File: src/rtl/io_port_arbiter.sv
// io_port_arbiter: round-robin two-master sequencer for the 8-bit strobe-based I/O port bus
module io_port_arbiter #(
    parameter int READ_LAT = 1
) (
    input  logic        clk,
    input  logic        reset,
    input  logic        req0,
    input  logic        req1,
    input  logic        we0,
    input  logic        we1,
    input  logic [15:0] addr0,
    input  logic [15:0] addr1,
    input  logic [7:0]  wdata0,
    input  logic [7:0]  wdata1,
    output logic        ack0,
    output logic        ack1,
    output logic        err0,
    output logic        err1,
    output logic [7:0]  rdata,
    output logic [15:0] port_id,
    output logic [7:0]  out_port,
    output logic        write_strobe,
    output logic        read_strobe,
    input  logic [7:0]  in_port
);
    localparam logic [2:0] LAT = 3'(READ_LAT);

    typedef enum logic [1:0] {IDLE, ISSUE, WAIT, DONE} state_t;

    state_t      state, state_nx;
    logic        owner, last, we_r, err_r, gnt, sel_we, grant, cap;
    logic [15:0] addr_r, sel_addr;
    logic [7:0]  wdata_r, rdata_r, sel_wdata;
    logic [2:0]  cnt;

    always_ff @(posedge clk) begin
        if (reset) begin
            state   <= IDLE;
            owner   <= 1'b0;
            last    <= 1'b1;
            we_r    <= 1'b0;
            err_r   <= 1'b0;
            addr_r  <= '0;
            wdata_r <= '0;
            rdata_r <= '0;
            cnt     <= 3'd1;
        end else begin
            state <= state_nx;
            if (grant) begin
                owner   <= gnt;
                last    <= gnt;
                we_r    <= sel_we;
                addr_r  <= sel_addr;
                wdata_r <= sel_wdata;
                err_r   <= sel_addr[15];
                rdata_r <= '0;
            end
            if (cap)
                rdata_r <= in_port;
            cnt <= (state == WAIT) ? cnt + 3'd1 : 3'd1;
        end
    end

    always_comb begin
        gnt          = (req0 && req1) ? ~last : req1;
        grant        = (state == IDLE) && (req0 || req1);
        sel_we       = gnt ? we1 : we0;
        sel_addr     = gnt ? addr1 : addr0;
        sel_wdata    = gnt ? wdata1 : wdata0;
        cap          = (state == ISSUE && !we_r && LAT == 3'd0) || (state == WAIT && cnt == LAT);
        state_nx     = state;
        case (state)
            IDLE:  state_nx = grant ? (sel_addr[15] ? DONE : ISSUE) : IDLE;
            ISSUE: state_nx = (we_r || LAT == 3'd0) ? DONE : WAIT;
            WAIT:  state_nx = (cnt == LAT) ? DONE : WAIT;
            DONE:  state_nx = IDLE;
        endcase
        port_id      = (state == IDLE) ? 16'h0000 : addr_r;
        write_strobe = (state == ISSUE) && we_r;
        read_strobe  = (state == ISSUE) && !we_r;
        out_port     = write_strobe ? wdata_r : 8'h00;
        ack0         = (state == DONE) && !owner;
        ack1         = (state == DONE) && owner;
        err0         = ack0 && err_r;
        err1         = ack1 && err_r;
        rdata        = (state == DONE) ? rdata_r : 8'h00;
    end
endmodule
File: config.mk
export PLATFORM = sky130hd
export DESIGN_NAME = io_port_arbiter
export DESIGN_NICKNAME = d
export VERILOG_FILES = /design/src/rtl/io_port_arbiter.sv
export SDC_FILE = /design/constraint.sdc
export NUM_CORES = 1
export LEC_CHECK = 0
export BUFFER_PORTS_ARGS = -buffer_cell sky130_fd_sc_hd__buf_2
export CORE_ASPECT_RATIO = 1.5
export CORE_MARGIN = 2
export CORE_UTILIZATION = 35
export CTS_CLUSTER_DIAMETER = 120
export CTS_CLUSTER_SIZE = 30
export DETAILED_ROUTE_END_ITERATION = 6
export GPL_TIMING_DRIVEN = 0
export SKIP_CTS_REPAIR_TIMING = 1
export SYNTH_ARGS = -nofsm -noshare
export SYNTH_HDL_FRONTEND = slang
export SYNTH_SLANG_ARGS = --single-unit
File: constraint.sdc
create_clock -name clk -period 1.6 [get_ports clk]
set_input_delay 0.16 -clock clk [delete_from_list [all_inputs] [get_ports clk]]
set_output_delay 0.16 -clock clk [all_outputs]
set_load 0.02 [all_outputs]
---- Word level (Yosys, flattened, before mapping) ----
Index checks and enable logic that the tools add are counted.
word-level totals
  bits in registers ....................... 41
  input port bits ......................... 62
  output and inout port bits .............. 38
  word-level logic and storage cells ...... 45
operators by class
  $add $sub $neg .......................... 1
  eq/ne operators ......................... 4
  muxes and demuxes ....................... 14
  bitwise gates (word level) .............. 2
  reductions and logical operators ........ 15
operators by type and width
  operator               count
  $mux W8                5
  $mux W16               2
  $logic_and A1 B1 Y1    9
  $pmux W2 S4            1
  $eq A2 B2 Y1 const B   2
  $mux W1                4
  $mux W2                2
  $add A3 B1 Y3 const B  1
  $eq A3 B1 Y1 const B   1
  $eq A2 B1 Y1 const B   1
  $logic_not A1 Y1       2
  $logic_not A2 Y1       1
  $not A1 Y1             2
  $reduce_bool A2 Y1     1
  $reduce_or A2 Y1       1
  $logic_or A1 B1 Y1     1

---- Longest topological paths before layout ----
Gate-level depths: netlist of run 1.
  depth after elaboration ................. 6
  gate-level depth with buffers ........... 7
  gate-level depth less buffers ........... 5

---- Least setup slack after synthesis of run 1 ----
OpenSTA, ideal clock, no wires.
  kind .................................... reg2reg
  from .................................... register state[0]
  to ...................................... register last
  setup time .............................. 123 ps
  data arrival time ....................... 1280 ps
  data required time ...................... 1477 ps
  setup slack ............................. 196 ps
  stages on the path, launching flop included .. 7
  path buffers ............................ 1
  period minus slack after synthesis ...... 1404 ps
  cell sequence ........................... dfxtp_1 -> inv_1 -> ha_1 -> clkbuf_1 -> a21oi_1 -> a31oi_1 -> or2_2
between the ends
  cells in the longest elaborated chain, start to end .. 2
RTL lines
  element                   line  source
  start: declaration        30    state_t state, state_nx;
  start signal: assignment  48    state <= state_nx;
  $logic_not A2 Y1          66    grant = (state == IDLE) && (req0 || req1);
  $logic_and A1 B1 Y1       66
  end signal: assignment    51    last <= gnt;
  end: declaration          31    logic owner, last, we_r, err_r, gnt, sel_we, grant, cap;
Every way passes these cells.
A chain may end at the register's enable or synchronous reset.

---- Final worst setup path of run 1 ----
  from .................................... register state[1]
  to ...................................... output port write_strobe
between the ends
  cells in the longest elaborated chain, start to end .. 2
RTL lines
  element              line  source
  $eq A2 B1 Y1         79    write_strobe = (state == ISSUE) && we_r;
  $logic_and A1 B1 Y1  79
  end: declaration     22    output logic write_strobe,
Every way passes these cells.

==> results.py, run 1 <==
metrics = {
    "synthesis": {
        "syn-num-nets": 304,
        "dominant_combinational_cell_family_by_area_after_synthesis": "compound AO/OA/AOI/OAI gates",
        "synth.area.mux_share": 0,
        "post_synth_fa_ha_maj_area_fraction": 0.03724,
        "synth-warning-count": 0,
        "synthXorXnorAreaFrac": 0.004345,
        "ys_ff_latch": 40,
        "fraction_of_the_mapped_netlist_area_in_compound_gates": 0.2489,
        "synth-simple-area-share": 0.2471,
        "seq_area_frac_synth": 0.3973,
        "post_synth_num_cell_types": 28,
        "avg_inst_size_synth_um2": 8.541,
        "netlist_instances": 236,
        "synth.cell_area_um2": 2016,
    },
    "critical_path": {
        "reg2reg_depth": 6,
        "critPathMaxFanout": 10,
        "cell_family_with_most_cp_delay": "flip-flops",
        "critical_path_at_ps": 1400,
        "cp.required_ps": 1440,
        "critical-path-max-stage-delay_ps": 340,
        "startpoint_type": "flip-flop",
        "endpoint_of_the_lowest_slack_register_to_register_path": "rdata_r[0]$_SDFFE_PP0P_",
        "crit_slowest_cell": "dfxtp_2",
        "worst_r2r_startpoint": "state[0]$_SDFF_PP0_",
        "criticalPathCategory": "flip-flop to output port",
        "endpoint_kind": "output port",
        "crit_chain": "inv_1 -> ha_2 -> and2_1 -> buf_2",
        "path_buf_inv": 2,
        "timing.reg2reg.setup_slack_ps": 100,
    },
    "finish": {
        "postLayoutCellArea_um2": 2795,
        "layout.cells.non_filler": 413,
        "fillerInstances": 583,
        "final_core_utilization": 0.5052,
        "final_antenna_diode_count": 0,
        "layout-drive-gt1-share": 0.4082,
        "nets": 410,
        "syn2layout_area_growth_pct": 38.67,
    },
    "global_routing": {
        "global_route.usage.total": 0.1733,
        "grt_max_degree": 13,
        "grt_pass1_vias": 1904,
        "wire_length_of_the_first_global_routing_pass_mm": 8.763,
        "grt-ovfl-total": 0,
        "antenna_violations_before_repair": 0,
    },
    "die": {
        "fp.coreArea_um2": 5533,
        "die_h_um": 96.95,
        "floorplan.die_area_um2": 6394,
        "initial_core_util": 0.3643,
        "standard_cell_row_count": 33,
        "ios": 100,
        "die_x_um": 65.96,
    },
    "run_status": {
        "run_status": "finished clean",
    },
    "drt": {
        "wl_per_cell_um": 13.11,
        "postRouteAntennaNets": 0,
        "total_wirelength_of_the_detailed_routed_design_mm": 5.413,
        "drtIter0Drc": 46,
        "vias": 2019,
        "post_drt_via_cell_ratio": 4.889,
        "drt_drc_violations_left": 0,
        "drt-pass1-iter-count": 4,
    },
    "timing": {
        "grt_setup_unrepaired": "yes",
        "post-route-min-period_ps": 1563,
        "max_freq_ghz": 0.6397,
        "final.setup.tns_ps": 0,
        "finalSetupViolCount": 0,
        "worst_path_setup_slack_after_routing_ps": 36.71,
        "slew_headroom": 0.6037,
        "slew_worst_pin_ps": 594.4,
        "clock_skew_ps": 4.590,
        "maxSlewViolCount": 0,
        "period_share": 0.9771,
        "hold_viol_final": 0,
        "hold_ws_ps": 81.66,
    },
    "cts": {
        "clock_latency_reported_for_the_late_side_of_the_worst_skew_pair_ps": 290,
        "ctsLongestPathBuffers": 2,
        "tritoncts.num_buffers": 5,
        "clkSinkCount": 40,
        "clkTransAtPathRegs_ps": 80,
        "clock_tree.htree_level_count": 2,
        "cts_tree": "done",
        "clock_tree.root_cell": "clkbuf_8",
    },
    "placement": {
        "post_dp_cell_area_um2": 2599,
        "buffers_added_on_ports": 99,
        "dpl_worst_slack_ps": -79.27,
        "hpwl_mm": 3.970,
        "gp_congestion": 0.7468,
        "place.detailed.instances": 405,
    },
    "min_path": {
        "hp-start": "in_port[3]",
        "min_delay_path_depth": 2,
        "hold-path-endpoint": "rdata_r[3]$_SDFFE_PP0P_",
        "hold_path_class": "input port to flip-flop",
    },
    "power_and_ir_drop": {
        "report.power.total_mw": 3.004,
        "cellPowerDensity_nw_per_um2": 1075,
        "max_ir_drop_vdd_v": 0.0006189,
        "p_leak_nw": 1.382,
    },
    "flow_run": {
        "drv.max_cap_violation_count": 0,
    },
}
placed cells by master (no fill, tap or decap), drive strengths merged, types with 3 or more instances in the layout:
master	Yosys	layout
buf	10	111
dfxtp	40	40
nor2	29	29
a21oi	28	28
a211oi	26	26
nand2	25	25
nor2b	20	20
clkbuf	8	13
and2	11	11
and3	9	9
a22o	8	8
ha	6	6
inv	3	3
cell usage after synthesis:
library cell,n,area share
a21oi_1,28,0.070
clkbuf_1,8,0.015
nor2_1,29,0.054
ha_1,6,0.037
xnor2_1,1,0.0043
and3b_1,1,0.0043
buf_4,6,0.022
nand3b_1,1,0.0037
a22oi_1,1,0.0037
dfxtp_1,40,0.40
nand2b_1,1,0.0031
a22o_1,8,0.035
o21a_1,1,0.0037
nor3_4,1,0.0081
nor2b_1,20,0.062
and2_1,11,0.034
inv_1,3,0.0056
a21bo_2,1,0.0050
a31oi_1,1,0.0031
or2_2,1,0.0031
buf_6,4,0.022
o21ai_2,1,0.0043
a21boi_4,1,0.0093
nand2_1,25,0.047
o21bai_1,1,0.0037
a211oi_1,20,0.074
and3_1,9,0.028
a211oi_2,6,0.037
flip-flops by register name, summed over array words and instances (netlist names):
register,count
addr_r,15
wdata_r,8
err_r,1
rdata_r,8
state,2
cnt,3
owner,1
we_r,1
last,1
layer usage:
metal  vias to the layer above  GRT usage  wire (µm)
met5                         -          0          0
met4                         0    0.07378        127
met3                        12    0.03372        305
met2                        75     0.2922       2764
met1                       911     0.2096       2216
li1                       1021          -          -
worst max path at each step:
stage	depth (start not counted)	startpoint	end	slack (ps)
final	4	state[1]$_SDFF_PP0_	write_strobe	40
after global routing	5	state[0]$_SDFF_PP0_	port_id[2]	-40
after CTS	5	state[0]$_SDFF_PP0_	port_id[2]	-310
after detailed placement	5	state[0]$_SDFF_PP0_	last$_SDFFE_PP1P_	-80
after global placement	5	state[0]$_SDFF_PP0_	last$_SDFFE_PP1P_	-60
after floorplan	6	state[0]$_SDFF_PP0_	last$_SDFFE_PP1P_	200
final cells by class:
type	count	area, µm²	share of cell area
well taps	70	87.58	0.03133
clock buffers	7	96.34	0.03447
plain buffers	18	137.6	0.04924
inverters	3	11.26	0.004029
flip-flops and latches	40	803.3	0.2874
repair buffers	99	520.5	0.1862
clock inverters	1	30.03	0.01074
multi-input cells	175	1109	0.3966
where the power goes:
group / internal (mW) / switching, mW
Sequential: 1.13 / 0.0632
Clock: 0.550 / 0.354
Combinational: 0.401 / 0.509
Total: 2.08 / 0.926
kinds of logic (layout without fill, tap and decap cells):
| family | count (synthesis) | in the layout |
|---|---|---|
| compound gates | 69 | 69 |
| xor+xnor | 1 | 1 |
| fa+ha+maj | 6 | 6 |
| buf+inv | 21 | 128 |
| flops | 40 | 40 |
| simple gates | 99 | 99 |
Power figures use the tool's default switching activity.
==> inputs of run 2 (changes only) <==
- CELL_PAD_IN_SITES_DETAIL_PLACEMENT: unset -> 1
- CELL_PAD_IN_SITES_GLOBAL_PLACEMENT: unset -> 2
- CORE_UTILIZATION: 35 -> 25
- PLACE_DENSITY_LB_ADDON: unset -> 0.1
==> run 2 against run 1 <==
Die area grew 38%. Power up 12%. Hold slack better by 4.3 ps. Clock-buffer cell count is the same. Register-to-register slack improved by 20 ps. First-iteration DRC count is 30% lower. Sequential share of layout area down 1.1 points. Combinational power grew 2.7%.
==> results.py, run 2 (synthesis results as in run 1) <==
metrics = {
    "timing": {
        "period_share": 0.9699,
        "maxSlewViolCount": 0,
        "post-route-min-period_ps": 1552,
        "clock_skew_ps": 2.214,
        "hold_viol_final": 0,
        "slew_headroom": 0.5748,
        "max_freq_ghz": 0.6444,
        "grt_setup_unrepaired": "yes",
        "worst_path_setup_slack_after_routing_ps": 48.16,
        "finalSetupViolCount": 0,
        "slew_worst_pin_ps": 637.9,
    },
    "placement": {
        "buffers_added_on_ports": 99,
        "post_dp_cell_area_um2": 2643,
        "dpl_worst_slack_ps": -99.41,
        "hpwl_mm": 4.711,
        "place.detailed.instances": 440,
        "gp_congestion": 0.7044,
    },
    "die": {
        "ios": 100,
        "die_h_um": 114.0,
        "fp.coreArea_um2": 7908,
        "initial_core_util": 0.2549,
        "standard_cell_row_count": 40,
        "floorplan.die_area_um2": 8812,
        "die_x_um": 77.32,
    },
    "finish": {
        "largest_register_ff_count": 15,
        "nets": 410,
        "fillerInstances": 1012,
        "syn2layout_area_growth_pct": 43.95,
        "largest-register": "addr_r",
        "multi_input_area_um2": 1094,
        "reg_area_um2": 803.3,
        "largest_registers": "addr_r (15), rdata_r (8), wdata_r (8)",
        "commonest_non_fill_non_tap_cell_in_the_layout": "buf_2",
        "postLayoutCellArea_um2": 2902,
        "layout-drive-gt1-share": 0.4052,
        "final_antenna_diode_count": 0,
        "most-common-layout-cells": "84 x buf_2, 38 x dfxtp_1, 29 x nor2_1, 28 x a21oi_1, 25 x nand2_1",
        "layout.cells.non_filler": 448,
    },
    "run_status": {
        "run_status": "finished clean",
    },
    "cts": {
        "clock_latency_reported_for_the_late_side_of_the_worst_skew_pair_ps": 280,
        "clkTransAtPathRegs_ps": 60,
        "cts_tree": "done",
        "clock_tree.root_cell": "clkbuf_16",
        "tritoncts.num_buffers": 5,
        "ctsLongestPathBuffers": 2,
        "clock_tree.htree_level_count": 2,
        "clkSinkCount": 40,
    },
    "global_routing": {
        "use_met1": 0.1679,
        "grt_pass1_vias": 2104,
        "antenna_violations_before_repair": 0,
        "grt_use_met2": 0.2713,
        "grt-ovfl-total": 0,
        "global_route.usage.total": 0.1475,
        "wire_length_of_the_first_global_routing_pass_mm": 10.25,
        "global_route.peak_usage_layer": "met2",
        "grt_util_met3": 0.03718,
        "grt_max_degree": 13,
    },
    "critical_path": {
        "crit_top_cell": "buf_4",
        "cell_family_with_most_cp_delay": "buffers and inverters",
        "crit_slowest_cell": "dfxtp_2",
        "crit_chain": "inv_1 -> ha_2 -> buf_4 -> nor2b_1 -> buf_4",
        "cp.required_ps": 1440,
        "startpoint_type": "flip-flop",
        "worst_r2r_startpoint": "state[0]$_SDFF_PP0_",
        "endpoint_of_the_lowest_slack_register_to_register_path": "rdata_r[0]$_SDFFE_PP0P_",
        "critPathMaxFanout": 10,
        "reg2reg_depth": 6,
        "critical-path-max-stage-delay_ps": 340,
        "critical_path_at_ps": 1390,
        "endpoint_kind": "output port",
        "path_buf_inv": 3,
        "criticalPathCategory": "flip-flop to output port",
        "timing.reg2reg.setup_slack_ps": 120,
    },
    "min_path": {
        "hp-start": "in_port[4]",
        "hold-path-endpoint": "rdata_r[4]$_SDFFE_PP0P_",
        "min_delay_path_depth": 2,
        "hold_path_class": "input port to flip-flop",
    },
    "drt": {
        "postRouteAntennaNets": 0,
        "vias": 2043,
        "wl_per_cell_um": 14.19,
        "total_wirelength_of_the_detailed_routed_design_mm": 6.358,
        "drt-pass1-iter-count": 4,
        "drtIter0Drc": 32,
        "post_drt_via_cell_ratio": 4.560,
        "drt_drc_violations_left": 0,
    },
    "power_and_ir_drop": {
        "p_leak_nw": 1.411,
        "cellPowerDensity_nw_per_um2": 1160,
        "max_ir_drop_vdd_v": 0.0005298,
    },
    "flow_run": {
        "drv.max_cap_violation_count": 0,
    },
}
-- run 2: how the worst max path moves through the flow --
stage | from | to | cells past startpoint
6_report | state[0]$_SDFF_PP0_ | port_id[14] | 5
5_1_grt | state[0]$_SDFF_PP0_ | port_id[15] | 5
4_1_cts | state[0]$_SDFF_PP0_ | port_id[11] | 5
3_5_place_dp | state[0]$_SDFF_PP0_ | last$_SDFFE_PP1P_ | 5
3_3_place_gp | state[0]$_SDFF_PP0_ | last$_SDFFE_PP1P_ | 5
2_1_floorplan | state[0]$_SDFF_PP0_ | last$_SDFFE_PP1P_ | 6
-- run 2: layout make-up --
cell class | count | area share
Timing Repair Buffer | 99 | 0.1837
Buffer | 18 | 0.05045
Clock inverter | 1 | 0.01035
Inverter | 3 | 0.003881
Clock buffer | 7 | 0.05261
Multi-Input combinational cell | 175 | 0.3769
Sequential cell | 40 | 0.2768
Tap cell | 105 | 0.04528
-- run 2: power breakdown --
group | leakage (nW) | total (mW) | switching [mW] | internal (mW)
logic | 0.990 | 0.935 | 0.526 | 0.409
clock network | 0.0901 | 1.24 | 0.419 | 0.822
registers | 0.331 | 1.19 | 0.0621 | 1.13
-- run 2: routing by layer --
metal	wire length [µm]	vias to the layer above
li1	-	1020
met1	2608	959
met2	3345	60
met3	342	4
met4	61	0
met5	0	-
-- run 2: stage by stage --
| stage | util | setup TNS, ps | hold WS, ps | total power [mW] |
|---|---|---|---|---|
| 2_1_floorplan | - | 0 | 285.7 | 1.799 |
| 3_3_place_gp | 0.3342 | -106.7 | 371.8 | 2.098 |
| 3_5_place_dp | 0.3342 | -144.7 | 379.1 | 2.111 |
| 4_1_cts | 0.3573 | -5540 | 79.20 | 3.369 |
| 5_1_grt | 0.3669 | -397.7 | 82.34 | 3.578 |
| 6_report | 0.3669 | 0 | 85.92 | 3.366 |
==> inputs of run 3 (changes only) <==
- ABC_AREA: unset -> 1
- CORE_UTILIZATION: 25 -> 23
- PLACE_DENSITY: unset -> 0.84
- PLACE_DENSITY_LB_ADDON: 0.1 -> unset
- SLEW_MARGIN: unset -> 30
==> run 3 against run 2 <==
Clock-buffer cell count is the same. Final cell count grew 31%. Sequential cell count is the same. Critical endpoint is now port_id[8]. Register-to-register slack gained 50 ps. Critical path type unchanged. Global-route usage shrank 1.2 points. Highest routed layer unchanged. Die area grew 19%.
==> results.py, run 3 <==
metrics = {
    "drt": {
        "wl_per_cell_um": 11.92,
        "drt_drc_violations_left": 0,
        "vias": 2457,
        "postRouteAntennaNets": 0,
        "total_wirelength_of_the_detailed_routed_design_mm": 6.976,
        "drtIter0Drc": 47,
        "drt-pass1-iter-count": 4,
        "post_drt_via_cell_ratio": 4.200,
    },
    "flow_run": {
        "drv.max_cap_violation_count": 0,
    },
    "placement": {
        "gp_congestion": 0.7407,
        "buffers_added_on_ports": 99,
        "hpwl_mm": 5.625,
        "dpl_worst_slack_ps": -137.8,
        "post_dp_cell_area_um2": 2851,
    },
    "timing": {
        "slew_headroom": 0.6894,
        "finalSetupViolCount": 0,
        "post-route-min-period_ps": 1560,
        "worst_path_setup_slack_after_routing_ps": 40.02,
        "slew_worst_pin_ps": 465.9,
        "maxSlewViolCount": 0,
        "period_share": 0.9750,
        "clock_skew_ps": 2.492,
        "hold_viol_final": 0,
        "max_freq_ghz": 0.6410,
        "grt_setup_unrepaired": "yes",
    },
    "power_and_ir_drop": {
        "report.power.total_mw": 3.784,
        "p_leak_nw": 1.765,
        "cellPowerDensity_nw_per_um2": 1190,
        "max_ir_drop_vdd_v": 0.0003993,
    },
    "synthesis": {
        "synth.top_cells.by_count": "101 x nor2_1, 68 x inv_1, 67 x nand2_1",
        "async_reset_ff_frac": 0,
        "post_synth_num_cell_types": 20,
        "postSynth.topFlopCell": "dfxtp_1",
        "synth.top_cell.area_share": 0.3614,
        "ys_ff_latch": 40,
        "synth_edf_count": 0,
        "avg_inst_size_synth_um2": 6.054,
        "yosys.cell_count.top_type": "nor2_1",
        "synth-warning-count": 0,
        "syn-num-nets": 434,
        "synth_top_cells_by_area": "dfxtp_1 36%, nor2_1 17%, inv_1 12%",
        "synth.cell_area_um2": 2216,
        "netlist_instances": 366,
        "seq_area_frac_synth": 0.3614,
        "post-synth-top-area-cell": "dfxtp_1",
    },
    "critical_path": {
        "critPathMaxFanout": 10,
        "reg2reg_depth": 5,
        "timing.reg2reg.setup_slack_ps": 170,
        "cp.required_ps": 1440,
        "startpoint_type": "flip-flop",
        "worst_r2r_startpoint": "state[1]$_SDFF_PP0_",
        "criticalPathCategory": "flip-flop to output port",
        "critical_path_at_ps": 1400,
        "endpoint_kind": "output port",
        "endpoint_of_the_lowest_slack_register_to_register_path": "rdata_r[5]$_SDFFE_PP0P_",
    },
    "die": {
        "standard_cell_row_count": 43,
        "floorplan.die_area_um2": 10450,
        "ios": 100,
        "initial_core_util": 0.2381,
        "die_x_um": 84.14,
        "die_h_um": 124.2,
        "fp.coreArea_um2": 9308,
    },
    "cts": {
        "clkTransAtPathRegs_ps": 60,
        "cts_tree": "done",
        "clock_latency_reported_for_the_late_side_of_the_worst_skew_pair_ps": 270,
        "ctsLongestPathBuffers": 2,
        "clock_tree.htree_level_count": 2,
        "tritoncts.num_buffers": 5,
        "clkSinkCount": 40,
        "clock_tree.root_cell": "clkbuf_16",
    },
    "finish": {
        "most-common-layout-cells": "95 x buf_2, 93 x nor2_1, 66 x inv_1, 66 x nand2_1, 38 x dfxtp_1",
        "nets": 540,
        "largest_registers": "addr_r (15), rdata_r (8), wdata_r (8)",
        "postLayoutCellArea_um2": 3179,
        "final_antenna_diode_count": 0,
        "commonest_non_fill_non_tap_cell_in_the_layout": "buf_2",
        "layout-drive-gt1-share": 0.2960,
        "final_core_utilization": 0.3416,
        "syn2layout_area_growth_pct": 43.48,
        "largest_register_ff_count": 15,
        "largest-register": "addr_r",
    },
    "global_routing": {
        "global_route.usage.total": 0.1359,
        "grt_pass1_vias": 2594,
        "wire_length_of_the_first_global_routing_pass_mm": 11.74,
        "antenna_violations_before_repair": 0,
        "grt_max_degree": 13,
        "grt-ovfl-total": 0,
    },
    "min_path": {
        "hold_path_class": "input port to flip-flop",
        "hold-path-endpoint": "rdata_r[0]$_SDFFE_PP0P_",
        "min_delay_path_depth": 2,
        "hp-start": "reset",
    },
    "run_status": {
        "run_status": "finished clean",
    },
}
## run 3: changes by cell type in the layout (fill, tap and decap cells not counted), sizes merged, moves of 16 or more
| cell | previous run | this run |
|---|---|---|
| nor2 | 29 | 103 |
| nand2 | 25 | 67 |
| a21oi | 28 | 12 |
| a211oi | 26 | 0 |
| nor2b | 20 | 0 |
| inv | 3 | 68 |
| o21ai | 1 | 25 |
## run 3: kinds of logic after synthesis
logic type,synth area share
AO/OA/AOI/OAI,0.08357
XOR/XNOR,0.003953
adder cells (fa/ha/maj),0.03388
buffers and inverters,0.1637
flip-flops,0.3614
AND/OR/NAND/NOR,0.3535
## run 3: stage by stage
step / cells / hold WS (ps) / setup TNS [ps]
floorplan: 366 / 229.1 / 0
global placement: 577 / 384.4 / -632.9
detailed placement: 577 / 382.5 / -1081
CTS: 585 / 92.68 / -5928
global route: 585 / 104.7 / -78.43
finish: 585 / 96.87 / 0
## run 3: layout make-up
cell class / count / area (µm²)
buffer: 18 / 130.1
clock buffer: 7 / 152.6
multi-input combinational: 238 / 1110
fill: 1239 / 6128
sequential: 40 / 803.3
tap: 112 / 140.1
inverter: 69 / 259.0
clock inverter: 1 / 30.03
timing repair buffer: 100 / 554.3
## run 3: metal layers
metal / wire length [µm] / track usage / up-vias
li1: - / - / 1299
met1: 2949 / 0.1555 / 1088
met2: 3637 / 0.2563 / 66
met3: 325 / 0.01792 / 4
met4: 63 / 0.03985 / 0
met5: 0 / 0 / -
## run 3: where the power goes
group	switching [mW]	internal [mW]	leakage (nW)
Sequential	0.0915	1.18	0.331
Combinational	0.802	0.524	1.34
Clock	0.371	0.820	0.0901
## run 3: how the worst max path moves through the flow
stage,start,end,slack [ps],depth (start not counted)
after detailed placement,state[0]$_SDFF_PP0_,port_id[9],-140,6
after CTS,state[0]$_SDFF_PP0_,port_id[9],-440,6
after floorplan,state[0]$_SDFF_PP0_,err0,160,4
after global placement,state[0]$_SDFF_PP0_,port_id[9],-90,6
after global routing,state[0]$_SDFF_PP0_,port_id[9],-30,6
final,state[0]$_SDFF_PP0_,port_id[8],40,6
## run 3: worst max-delay path, stage by stage, from the launching register on
cell	delay (ps)
dfxtp_2	350
inv_2	60
ha_4	160
buf_8	140
buf_12	150
nor2_1	110
buf_4	150
